File: src/rtl/uart_rx_frame_pkg.sv
// Shared constants and FSM state type for the UART receive frame block.
// Used by uart_rx_frame and its FIFO (uart_rx_fifo).
package uart_rx_frame_pkg;

  localparam int unsigned DATA_W        = 8;
  localparam int unsigned TICKS_PER_BIT = 16;
  localparam logic [3:0]  SAMPLE_PHASE  = 4'd7;
  localparam logic [3:0]  LAST_PHASE    = 4'(TICKS_PER_BIT - 1);

  typedef enum logic [2:0] {
    ST_IDLE,
    ST_START,
    ST_DATA,
    ST_PARITY,
    ST_STOP,
    ST_BREAK
  } rx_state_e;

endpackage

File: src/rtl/uart_rx_fifo.sv
// Receive FIFO: push/full on the write side, valid/ready on the read side.
// A push while full is accepted only if a pop happens in the same cycle.
module uart_rx_fifo
  import uart_rx_frame_pkg::*;
#(
  parameter int unsigned FIFO_DEPTH = 4
) (
  input  logic              clock,
  input  logic              reset,
  input  logic              push,
  input  logic [DATA_W-1:0] wr_data,
  output logic              full,
  output logic              rd_valid,
  input  logic              rd_ready,
  output logic [DATA_W-1:0] rd_data
);

  localparam int unsigned PW = (FIFO_DEPTH > 1) ? $clog2(FIFO_DEPTH) : 1;
  localparam int unsigned CW = $clog2(FIFO_DEPTH + 1);

  logic [DATA_W-1:0] mem_q [FIFO_DEPTH];
  logic [DATA_W-1:0] mem_d [FIFO_DEPTH];
  logic [PW-1:0]     wr_ptr_q, wr_ptr_d;
  logic [PW-1:0]     rd_ptr_q, rd_ptr_d;
  logic [CW-1:0]     count_q, count_d;
  logic              pop;
  logic              accept;

  assign full     = (count_q == CW'(FIFO_DEPTH));
  assign rd_valid = (count_q != '0);
  assign rd_data  = mem_q[rd_ptr_q];

  always_comb begin
    pop      = rd_valid && rd_ready;
    accept   = push && (!full || pop);
    mem_d    = mem_q;
    wr_ptr_d = wr_ptr_q;
    rd_ptr_d = rd_ptr_q;
    count_d  = count_q;
    if (accept) begin
      mem_d[wr_ptr_q] = wr_data;
      wr_ptr_d        = wr_ptr_q + PW'(1);
    end
    if (pop) begin
      rd_ptr_d = rd_ptr_q + PW'(1);
    end
    case ({accept, pop})
      2'b10:   count_d = count_q + CW'(1);
      2'b01:   count_d = count_q - CW'(1);
      default: count_d = count_q;
    endcase
  end

  always_ff @(posedge clock or posedge reset) begin
    if (reset) begin
      for (int unsigned i = 0; i < FIFO_DEPTH; i++) begin
        mem_q[i] <= '0;
      end
      wr_ptr_q <= '0;
      rd_ptr_q <= '0;
      count_q  <= '0;
    end else begin
      mem_q    <= mem_d;
      wr_ptr_q <= wr_ptr_d;
      rd_ptr_q <= rd_ptr_d;
      count_q  <= count_d;
    end
  end

endmodule

File: src/rtl/uart_rx_frame.sv
// UART receiver: 16x oversampled 8N1 framing into a small FIFO.
// Define UART_RX_PARITY_EN for 8E1 frames with an even-parity check.
module uart_rx_frame
  import uart_rx_frame_pkg::*;
#(
  parameter int unsigned CLK_DIV    = 27,
  parameter int unsigned FIFO_DEPTH = 4
) (
  input  logic              clock,
  input  logic              reset,
  input  logic              rx,
  output logic              rd_valid,
  input  logic              rd_ready,
  output logic [DATA_W-1:0] rd_data,
  output logic              frame_err,
  output logic              overrun,
  output logic              parity_err
);

  localparam int unsigned    DIV_W    = $clog2(CLK_DIV);
  localparam logic [DIV_W-1:0] DIV_LAST = DIV_W'(CLK_DIV - 1);

  rx_state_e         state_q, state_d;
  logic              rx_meta_q, rx_meta_d;
  logic              rx_sync_q, rx_sync_d;
  logic [DIV_W-1:0]  div_q, div_d;
  logic [3:0]        phase_q, phase_d;
  logic [2:0]        bit_q, bit_d;
  logic [DATA_W-1:0] shift_q, shift_d;
  logic              par_bad_q, par_bad_d;
  logic              frame_err_q, frame_err_d;
  logic              overrun_q, overrun_d;
  logic              tick;
  logic              at_sample;
  logic              at_last;
  logic              push;
  logic              fifo_full;

  uart_rx_fifo #(
    .FIFO_DEPTH(FIFO_DEPTH)
  ) u_fifo (
    .clock   (clock),
    .reset   (reset),
    .push    (push),
    .wr_data (shift_q),
    .full    (fifo_full),
    .rd_valid(rd_valid),
    .rd_ready(rd_ready),
    .rd_data (rd_data)
  );

  assign frame_err = frame_err_q;
  assign overrun   = overrun_q;

  always_comb begin
    rx_meta_d   = rx;
    rx_sync_d   = rx_meta_q;
    state_d     = state_q;
    phase_d     = phase_q;
    bit_d       = bit_q;
    shift_d     = shift_q;
    par_bad_d   = par_bad_q;
    push        = 1'b0;
    frame_err_d = 1'b0;
    tick        = (div_q == DIV_LAST);
    at_sample   = tick && (phase_q == SAMPLE_PHASE);
    at_last     = tick && (phase_q == LAST_PHASE);

    if (state_q == ST_IDLE || state_q == ST_BREAK) begin
      div_d = '0;
    end else begin
      div_d = tick ? '0 : div_q + DIV_W'(1);
    end
    if (tick) begin
      phase_d = phase_q + 4'd1;
    end

    case (state_q)
      ST_IDLE: begin
        phase_d   = '0;
        bit_d     = '0;
        par_bad_d = 1'b0;
        if (!rx_sync_q) begin
          state_d = ST_START;
        end
      end
      ST_START: begin
        if (at_sample && rx_sync_q) begin
          state_d = ST_IDLE;
        end else if (at_last) begin
          state_d = ST_DATA;
        end
      end
      ST_DATA: begin
        if (at_sample) begin
          shift_d = {rx_sync_q, shift_q[DATA_W-1:1]};
        end
        if (at_last) begin
          bit_d = bit_q + 3'd1;
          if (bit_q == 3'd7) begin
`ifdef UART_RX_PARITY_EN
            state_d = ST_PARITY;
`else
            state_d = ST_STOP;
`endif
          end
        end
      end
`ifdef UART_RX_PARITY_EN
      ST_PARITY: begin
        if (at_sample && (rx_sync_q != ^shift_q)) begin
          par_bad_d = 1'b1;
        end
        if (at_last) begin
          state_d = ST_STOP;
        end
      end
`endif
      ST_STOP: begin
        // Decide at mid-stop so the next start edge is caught without slip.
        if (at_sample) begin
          if (rx_sync_q) begin
            push    = !par_bad_q;
            state_d = ST_IDLE;
          end else begin
            frame_err_d = 1'b1;
            state_d     = ST_BREAK;
          end
        end
      end
      ST_BREAK: begin
        if (rx_sync_q) begin
          state_d = ST_IDLE;
        end
      end
      default: state_d = ST_IDLE;
    endcase

    overrun_d = push && fifo_full && !(rd_valid && rd_ready);
  end

  always_ff @(posedge clock or posedge reset) begin
    if (reset) begin
      state_q     <= ST_IDLE;
      rx_meta_q   <= 1'b1;
      rx_sync_q   <= 1'b1;
      div_q       <= '0;
      phase_q     <= '0;
      bit_q       <= '0;
      shift_q     <= '0;
      par_bad_q   <= 1'b0;
      frame_err_q <= 1'b0;
      overrun_q   <= 1'b0;
    end else begin
      state_q     <= state_d;
      rx_meta_q   <= rx_meta_d;
      rx_sync_q   <= rx_sync_d;
      div_q       <= div_d;
      phase_q     <= phase_d;
      bit_q       <= bit_d;
      shift_q     <= shift_d;
      par_bad_q   <= par_bad_d;
      frame_err_q <= frame_err_d;
      overrun_q   <= overrun_d;
    end
  end

`ifdef UART_RX_PARITY_EN
  logic parity_err_q, parity_err_d;

  // Pulse once, on the cycle after the parity bit is sampled wrong.
  always_comb begin
    parity_err_d = (state_q == ST_PARITY) && at_sample && (rx_sync_q != ^shift_q);
  end

  always_ff @(posedge clock or posedge reset) begin
    if (reset) begin
      parity_err_q <= 1'b0;
    end else begin
      parity_err_q <= parity_err_d;
    end
  end

  assign parity_err = parity_err_q;
`else
  assign parity_err = 1'b0;
`endif

endmodule

File: config.mk
export PLATFORM = sky130hd
export DESIGN_NAME = uart_rx_frame
export DESIGN_NICKNAME = d
export VERILOG_FILES = /design/src/rtl/uart_rx_frame_pkg.sv /design/src/rtl/uart_rx_fifo.sv /design/src/rtl/uart_rx_frame.sv
export SDC_FILE = /design/constraint.sdc
export NUM_CORES = 1
export LEC_CHECK = 0
export CAP_MARGIN = 5
export CORE_MARGIN = 5
export CORE_UTILIZATION = 60
export CTS_CLUSTER_SIZE = 30
export DETAILED_ROUTE_END_ITERATION = 6
export PLACE_DENSITY = 0.79
export SYNTH_ARGS = -nofsm -noshare
export SYNTH_HDL_FRONTEND = slang
export SYNTH_SLANG_ARGS = --single-unit
export TNS_END_PERCENT = 10
File: constraint.sdc
create_clock -name clock -period 2.4 [get_ports clock]
set_input_delay 0.48 -clock clock [delete_from_list [all_inputs] [get_ports clock]]
set_output_delay 0.48 -clock clock [all_outputs]
set_load 0.005 [all_outputs]
Word level (Yosys, flattened, before mapping)
Cells that the tools add are included.

$add $sub $neg: 7. Order comparisons: 3. Equality and inequality tests: 17. Mux-type cells: 28. Bitwise gates (word level): 2. Reductions and logical operators: 20.

Operators by type and width (count): bitwise mux 32 bit (1); 2-to-1 mux 3 bit (9); 2-to-1 mux 8 bit (3); binary-select mux 8 bit (select 2 bit) (1); demux 8 bit (select 2 bit) (1); case mux 3 bit (5 select lines) (1); equality test 3 bit, second input constant (4); case mux 3 bit (2 select lines) (2); 2-to-1 mux 5 bit (2); inequality test 2 bit, second input constant (5); logical AND 1 bit (8); 2-to-1 mux 4 bit (2); adder 3 x 1 -> 3 bit, second input constant (2); greater-or-equal comparator 3 bit, second input constant (2); 2-to-1 mux 1 bit (6); inverter 2 -> 3 bit (2); AND reduction 6 bit (1); nonzero test 2 bit (3); adder 5 x 1 -> 5 bit, second input constant (1); equality test 5 bit, second input constant (1); adder 2 x 1 -> 2 bit, second input constant (2); adder 4 x 1 -> 4 bit, second input constant (1); equality test 4 x 3 -> 1 bit, second input constant (1); equality test 4 bit, second input constant (1); 12 further kinds (15).

Bits in registers: 66. Input bits: 4. Output and inout bits: 12. Word-level logic and storage cells: 93.

Logic depth before layout (Yosys ltp)
Gate-level depths: netlist of run 1.

Word-level depth: 7. Mapped depth: 11. Gate-level depth less buffers: 11.

Modules after synthesis
Synthesis of run 1 repeated with hierarchy kept, for this count alone.

Cells, all modules: 229. Area total of the unflattened synthesis: 3118.0 µm².

By module, submodules not included: uart_rx_fifo (times used 1, cells each 116, area an instance 1808.0 µm², seq. area each 975.9 µm²); uart_rx_frame (times used 1, cells each 113, area an instance 1310.0 µm², seq. area each 678.2 µm²).

Worst setup path after synthesis of run 1
Ideal clock, no wire load.

Path type: register -> register. Start: register div_q[0]. End: register u_fifo.count_q[2]. Library setup time: 0.125 ns. Arrival: 2.026 ns. Data required time: 2.275 ns. Setup slack: 0.249 ns. Stages on the path, launching flop included: 12. Path buffers: 0. Clock period less this slack: 2.151 ns. Path through: dfrtp_1 inv_1 ha_1 nand4b_1 nor3_2 nand4b_1 ha_1 inv_1 fa_1 xor2_1 nor2_1 xor2_1.

Longest elaborated chain between the ends: 7. Elaborated cells between the ends (all ways): 9. Those cells by class: eq/ne: 3; mux: 3; reduce/logical: 3.

Ends and longest elaborated chain: from (decl) (RTL line uart_rx_frame.sv:26) `logic [DIV_W-1:0] div_q, div_d;`; from (signal assigned) (RTL line uart_rx_frame.sv:158) `div_q <= div_d;`; equality test 5 bit * (RTL line uart_rx_frame.sv:65) `tick = (div_q == DIV_LAST);`; logical AND 1 bit * (RTL line uart_rx_frame.sv:66) `at_sample = tick && (phase_q == SAMPLE_PHASE);`; 2-to-1 mux 1 bit * (RTL line uart_rx_frame.sv:121) `if (at_sample) begin`; 2-to-1 mux 1 bit * (RTL line uart_rx_frame.sv:78) `case (state_q)`; logical AND 1 bit * (RTL line uart_rx_fifo.sv:35) `accept = push && (!full || pop);`; equality test 2 x 1 -> 1 bit / equality test 2 bit (equally long branches) (RTL line uart_rx_fifo.sv:47) `case ({accept, pop})`; case mux 3 bit (2 select lines) / nonzero test 2 bit (equally long branches); to (signal assigned) (RTL line uart_rx_fifo.sv:66) `count_q <= count_d;`; to (decl) (RTL line uart_rx_fifo.sv:25) `logic [CW-1:0] count_q, count_d;`.

Mark *: on every way between the ends. The rest lies on a longest branch, timed or not. A chain may end at the register's enable or synchronous reset.

Worst setup path in the final report of run 1
Start: register u_fifo.rd_ptr_q[0]. End: output rd_data[0].

Longest elaborated chain between the ends: 4.

Ends and longest elaborated chain: from (decl) (RTL line uart_rx_fifo.sv:24) `logic [PW-1:0] rd_ptr_q, rd_ptr_d;`; from (signal assigned) (RTL line uart_rx_fifo.sv:65) `rd_ptr_q <= rd_ptr_d;`; inverter 2 -> 3 bit (implied by the code) (RTL line uart_rx_fifo.sv:31) `assign rd_data = mem_q[rd_ptr_q];`; binary-select mux 8 bit (select 2 bit) (RTL line uart_rx_fifo.sv:31); 2-to-1 mux 8 bit (implied by the code) (2 in series) (RTL line uart_rx_fifo.sv:31); to (decl) (RTL line uart_rx_frame.sv:14) `output logic [DATA_W-1:0] rd_data,`.

Every way passes these cells. The select of a mux whose other input is x is not followed.

==> impl_metrics.tcl, run 1 <==
set metrics [dict create \
    drc_errors 0 \
    io_pins 16 \
    vias 1936 \
    synthMuxAreaShare 0.218 \
    setup_ws_ns 0.0789 \
    synthSimpleGateAreaFrac 0.111 \
    grt_max_degree 28 \
    slew_violations 0 \
    slowest_delay_ns 0.50 \
    fmax_ghz 0.431 \
    yosys.area_share.adder 0.0445 \
    avgSynthCellArea_um2 13.5 \
    crit_buf_inv 2 \
    post-place-ws_ns -0.0812 \
    worstHoldPathCells 0 \
    path_delay_family "buffers and inverters" \
    clk_pin_slew_worst_paths_ns 0.08 \
    grt_pass1_vias 2019 \
    synth_area_um2 3260 \
    stdcell_count 339 \
    status "finished, final reports clean" \
    final_nets 279 \
    end_kind "output pin" \
    clk_latency_ns 0.34 \
    die_w_um 83.8 \
    place_area_um2 3520 \
    cap_violations 0 \
    setup-violations-final 0 \
    final_area_um2 3750 \
    dieArea_um2 7020 \
    hold_viol 0 \
    crit_type "register to output pin" \
    critPathArrivalTime_ns 1.84 \
    grt_pass1_wl_um 10100 \
    final_util 0.720 \
    required_ns 1.92 \
    cp.depth 3 \
    cts_buffers 9 \
    synth.distinct_cells 50 \
    finalCriticalPeriod_ns 2.32 \
    syn-num-nets 257 \
    root_buffer "clkbuf_8" \
    ys_seq_elements 66 \
    crit_fanout 10 \
    grt.total_usage 0.185 \
    ys_seq_area_frac 0.507 \
    cts_tree "built" \
    postCtsSetupBuffers 0 \
    drive_gt1_frac 0.331 \
    cp_cell_sequence "buf_12 > mux4_2 > clkdlybuf4s50_1" \
    finalCritPeriodShare 0.967 \
    cts_hold_buf 0 \
    area_growth_pct 14.9 \
    min-delay-path-class "register to register" \
    place_hpwl_um 3900 \
    gp_congestion 0.834 \
    p_per_area_nw_per_um2 586 \
    antenna_found_initial 0 \
    vdd_ir_drop_max_v 0.000459 \
    via_per_inst 5.71 \
    synthArstFlopShare 1.00 \
    p_leak_nw 1.81 \
    cts_resized 0 \
    tns_ns 0 \
    wl_um 5690 \
    rr_worst_depth 9 \
    syn_inst 242 \
    finClkSkew_ns 0.00935 \
    synth-compound-area-share 0.0445 \
    numPortBuffers 14 \
    hold_slack_ns 0.360 \
    drtPass1Iterations 4 \
    clock-sinks 66 \
    synth-xor-area-share 0.0349 \
    power_mw 2.20 \
    rsz0062_at_grt "no" \
    start_kind "register" \
    ys_warn_count 0 \
    core-area_um2 5200 \
    rows 26 \
    initial_core_util 0.627 \
    synthFlopType "dfrtp_1" \
    synth_edf_count 0 \
    cpMaxStageDelayCell "mux4_2" \
    num_antenna_cells 0 \
    cts.path.max_buffers 2 \
    cts_htree_levels 3 \
    routedWlPerCell_um 16.8 \
    placed_cells 323 \
    dr.first_iter.drc_count 61 \
    synth_top_family_by_area "multiplexers" \
    grt-ovfl-total 0 \
    antenna_left 0 \
    die_h_um 83.8 \
]
-- registers in the layout (all words and copies together), names as in the netlist --
name / count
bit_q: 3
div_q: 5
frame_err: 1
overrun: 1
phase_q: 4
rx_meta_q: 1
rx_sync_q: 1
shift_q: 8
state_q: 3
u_fifo.count_q: 3
u_fifo.mem_q: 32
u_fifo.rd_ptr_q: 2
u_fifo.wr_ptr_q: 2
-- final timing paths --
kind                                         start                 to  slack, ns
worst max-delay path            u_fifo.rd_ptr_q[0]         rd_data[0]       0.08
worst max register to register            div_q[0]  u_fifo.count_q[1]       0.16
max in group asynchronous                    reset          rx_sync_q       1.37
worst min register to register           rx_meta_q          rx_sync_q       0.36
worst min-delay path                     rx_meta_q          rx_sync_q       0.36
min in group asynchronous                    reset   u_fifo.mem_q[31]       0.48
-- cells in the mapped netlist (3+ instances only) --
| cell type | count | area share |
|---|---|---|
| mux2_2 | 34 | 0.12 |
| inv_1 | 9 | 0.010 |
| dfrtp_1 | 64 | 0.49 |
| nand3_1 | 4 | 0.0061 |
| nor2_1 | 16 | 0.018 |
| ha_1 | 10 | 0.038 |
| a21oi_1 | 3 | 0.0046 |
| clkbuf_1 | 5 | 0.0057 |
| nand3_4 | 4 | 0.021 |
| mux4_2 | 8 | 0.055 |
| buf_6 | 4 | 0.014 |
| xnor2_1 | 7 | 0.019 |
| xor2_1 | 6 | 0.016 |
| nand2_1 | 10 | 0.011 |
| mux2_4 | 7 | 0.032 |
| a22o_1 | 3 | 0.0081 |
| o21ai_0 | 4 | 0.0061 |
-- kinds of logic after synthesis --
logic type	after synthesis
AO/OA/AOI/OAI	20
XOR/XNOR	13
adder cells (fa/ha/maj)	11
buffers and inverters	23
flip-flops	66
multiplexers	53
other	1
AND/OR/NAND/NOR	55
-- routing by layer --
layer	vias to the layer above	part of all wire	routed length, µm	global-route usage
met5	-	0	0	0
met4	0	0.020	114	0.0804
met3	9	0.052	297	0.0464
met2	47	0.46	2630	0.274
met1	977	0.47	2650	0.257
li1	903	-	-	-
-- worst register-to-register path, stage by stage (launching register included) --
cell	delay [ns]
dfrtp_1	0.41
inv_1	0.07
ha_1	0.15
nand4b_1	0.16
nor3_2	0.31
nand4b_1	0.17
ha_1	0.25
inv_1	0.08
fa_1	0.41
o21ai_0	0.16
-- report_power, final --
part           internal [mW]  switching, mW  leakage, nW
Clock                  0.591          0.449        0.102
Combinational         0.0125         0.0273        0.821
Sequential              1.11        0.00251        0.891
Total                   1.72          0.479         1.81
-- cells in the final DEF (no fill, tap or decap), types with 3 or more instances in the layout --
cell	n
buf_12	3
nand3_1	4
xor2_1	6
nor2_1	16
mux4_2	8
xnor2_1	7
clkinvlp_4	3
clkbuf_8	9
inv_1	8
nand2_1	10
nand3_4	4
ha_1	10
clkdlybuf4s50_1	10
a21oi_1	3
buf_4	8
dlymetal6s2s_1	4
dfrtp_1	64
mux2_4	7
o21ai_0	4
a22o_1	3
mux2_2	34
-- cell type report --
| cell class | instances | area [µm²] |
|---|---|---|
| Sequential cell | 66 | 1650 |
| Clock inverter | 7 | 100 |
| Inverter | 9 | 33.8 |
| Tap cell | 70 | 87.6 |
| Multi-Input combinational cell | 153 | 1480 |
| Clock buffer | 9 | 124 |
| Timing Repair Buffer | 25 | 270 |
| Fill cell | 350 | 1460 |
No activity file was read; power rests on OpenSTA's default activity.
==> run 2, diff against run 1 <==
Settings changed: ABC_AREA from default to 1, CORE_UTILIZATION 60 to 59, PLACE_DENSITY 0.79 to 0.78, SLEW_MARGIN from default to 25.
==> impl_metrics.tcl, run 2 <==
set metrics [dict create \
    p_leak_nw 1.72 \
    cp_cell_sequence "clkinvlp_4 > o21ai_0 > o22ai_1 > clkdlybuf4s50_1" \
    cap_violations 0 \
    cpMaxStageDelayCell "clkdlybuf4s50_1" \
    synthMuxAreaShare 0 \
    avgSynthCellArea_um2 9.26 \
    rows 26 \
    num_antenna_cells 0 \
    hold_viol 0 \
    end_kind "output pin" \
    post-place-ws_ns 0.0397 \
    min-delay-path-class "primary input to asynchronous set/reset pin" \
    finClkSkew_ns 0.00573 \
    top_regs "u_fifo.mem_q: 32 flops, shift_q: 8 flops, div_q: 5 flops" \
    syn-num-nets 359 \
    place_hpwl_um 4190 \
    via_per_inst 5.34 \
    die_w_um 83.5 \
    io_pins 16 \
    largest_reg_flops 32 \
    cts_buffers 9 \
    fmax_ghz 0.444 \
    clk_latency_ns 0.33 \
    grt.total_usage 0.192 \
    p_per_area_nw_per_um2 779 \
    routedWlPerCell_um 13.9 \
    die_h_um 83.5 \
    ys_seq_elements 66 \
    ys_warn_count 0 \
    synth_top_area_frac 0.503 \
    synth_area_um2 3190 \
    grt_pass1_wl_um 10800 \
    area_growth_pct 14.8 \
    slowest_delay_ns 0.54 \
    numPortBuffers 14 \
    crit_fanout 9 \
    synth.distinct_cells 31 \
    final_cell_mix "nand2_1, dfrtp_1, inv_1" \
    synth_top_family_by_area "simple AND/OR/NAND/NOR gates" \
    top_register "u_fifo.mem_q" \
    setup-violations-final 0 \
    grt-ovfl-total 0 \
    root_buffer "clkbuf_8" \
    drive_gt1_frac 0.156 \
    drtPass1Iterations 4 \
    synth_edf_count 0 \
    antenna_left 0 \
    max_slew_margin 0.613 \
    stdcell_count 449 \
    finalCriticalPeriod_ns 2.25 \
    vias 2399 \
    setup_ws_ns 0.150 \
    drc_errors 0 \
    vdd_ir_drop_max_v 0.000584 \
    core-area_um2 5170 \
    clk_pin_slew_worst_paths_ns 0.07 \
    synth_top_area_cell "dfrtp_1" \
    synth-xor-area-share 0.0220 \
    cts_hold_buf 0 \
    ys_seq_area_frac 0.519 \
    cts_htree_levels 3 \
    crit_buf_inv 2 \
    synthSimpleGateAreaFrac 0.203 \
    placed_cells 428 \
    grt_max_degree 45 \
    post-synth-top-count-cell "nand2_1" \
    crit_type "register to output pin" \
    layout_commonest_cell "nand2_1" \
    status "finished, final reports clean" \
    num-fill-cells 388 \
    dieArea_um2 6970 \
    worstMarginPinSlew_ns 0.578 \
    synth-compound-area-share 0.146 \
    clock-sinks 66 \
    cts.path.max_buffers 2 \
    synthFlopType "dfrtp_1" \
    start_kind "register" \
    wl_um 6220 \
    dr.first_iter.drc_count 214 \
    initial_core_util 0.616 \
    syn_inst 344 \
    ys_top_cells_by_count "nand2_1, dfrtp_1, inv_1, nor2_1, o21ai_0" \
    grt_pass1_vias 2334 \
    antenna_found_initial 0 \
    required_ns 1.92 \
    critPathArrivalTime_ns 1.77 \
    synthArstFlopShare 1.00 \
    synthTopCellsByArea "dfrtp_1, nand2_1, o21ai_0" \
    cts_tree "built" \
    final_nets 389 \
    gp_congestion 0.860 \
    slew_violations 0 \
    path_delay_family "buffers and inverters" \
    yosys.area_share.adder 0.0455 \
    hold_slack_ns 0.353 \
    finalCritPeriodShare 0.938 \
]
-- run 2: timing repair --
item                                    in CTS  in global routing
setup buffers                                0                  5
endpoints found under the setup margin       0                  4
resized for setup                            0                  3
-- run 2: per-stage QoR --
step                cell area [µm²]  total power, mW  TNS, ns  utilization
floorplan                      3190             1.62        0            -
global placement               3430             1.99        0        0.663
detailed placement             3430             2.00        0        0.663
CTS                            3610             2.85        0        0.698
global route                   3660             3.02  -0.0142        0.707
finish                         3660             2.85        0        0.707
-- run 2: worst register-to-register path, stage by stage (launching register included) --
cell     delay [ns]
dfrtp_1        0.37
inv_1          0.05
ha_1           0.19
nand2_2        0.11
nor2_8         0.05
inv_1          0.09
nor2_2         0.05
nand2_1        0.09
nor2_1         0.05
nand3_1        0.08
ha_1           0.15
inv_1          0.07
fa_1           0.37
a21oi_1        0.13
o21ai_0        0.10
xor2_1         0.15
-- run 2: final timing paths --
| kind | from | to | slack, ns | cells past startpoint |
|---|---|---|---|---|
| max | u_fifo.rd_ptr_q[1] | rd_data[2] | 0.15 | 4 |
| min | reset | u_fifo.mem_q[4] | 0.35 | 2 |
| max reg2reg | div_q[0] | u_fifo.count_q[2] | 0.17 | 15 |
| min reg2reg | rx_meta_q | rx_sync_q | 0.36 | 0 |
| max in group asynchronous | reset | rx_sync_q | 1.54 | 3 |
| min in group clock | rx_meta_q | rx_sync_q | 0.36 | 0 |
-- run 2: cells by family after synthesis --
group	Yosys count
AO/OA/AOI/OAI	79
XOR/XNOR	8
adder cells (fa/ha/maj)	11
buffers and inverters	45
flip-flops	66
other	1
AND/OR/NAND/NOR	134
-- run 2: final cells by class --
cell class	count	area, µm²	area share
tap	70	87.6	0.0239
inverter	36	139	0.0380
clock inverter	2	10.0	0.00274
multi-input combinational	233	1330	0.364
clock buffer	14	173	0.0472
sequential	66	1650	0.452
timing repair buffer	28	262	0.0715
-- run 2: metal layers --
| metal | global-route usage | vias up | wire (µm) |
|---|---|---|---|
| met2 | 0.292 | 66 | 2830 |
| met1 | 0.260 | 1133 | 2880 |
| met4 | 0.0863 | 0 | 129 |
| li1 | - | 1187 | - |
| met5 | 0 | - | 0 |
| met3 | 0.0503 | 13 | 388 |
-- run 2: report_power, final --
group	internal (mW)	total (mW)	switching, mW
logic	0.381	0.799	0.418
registers	1.16	1.20	0.0389
clock network	0.457	0.849	0.391
total	2.00	2.85	0.848
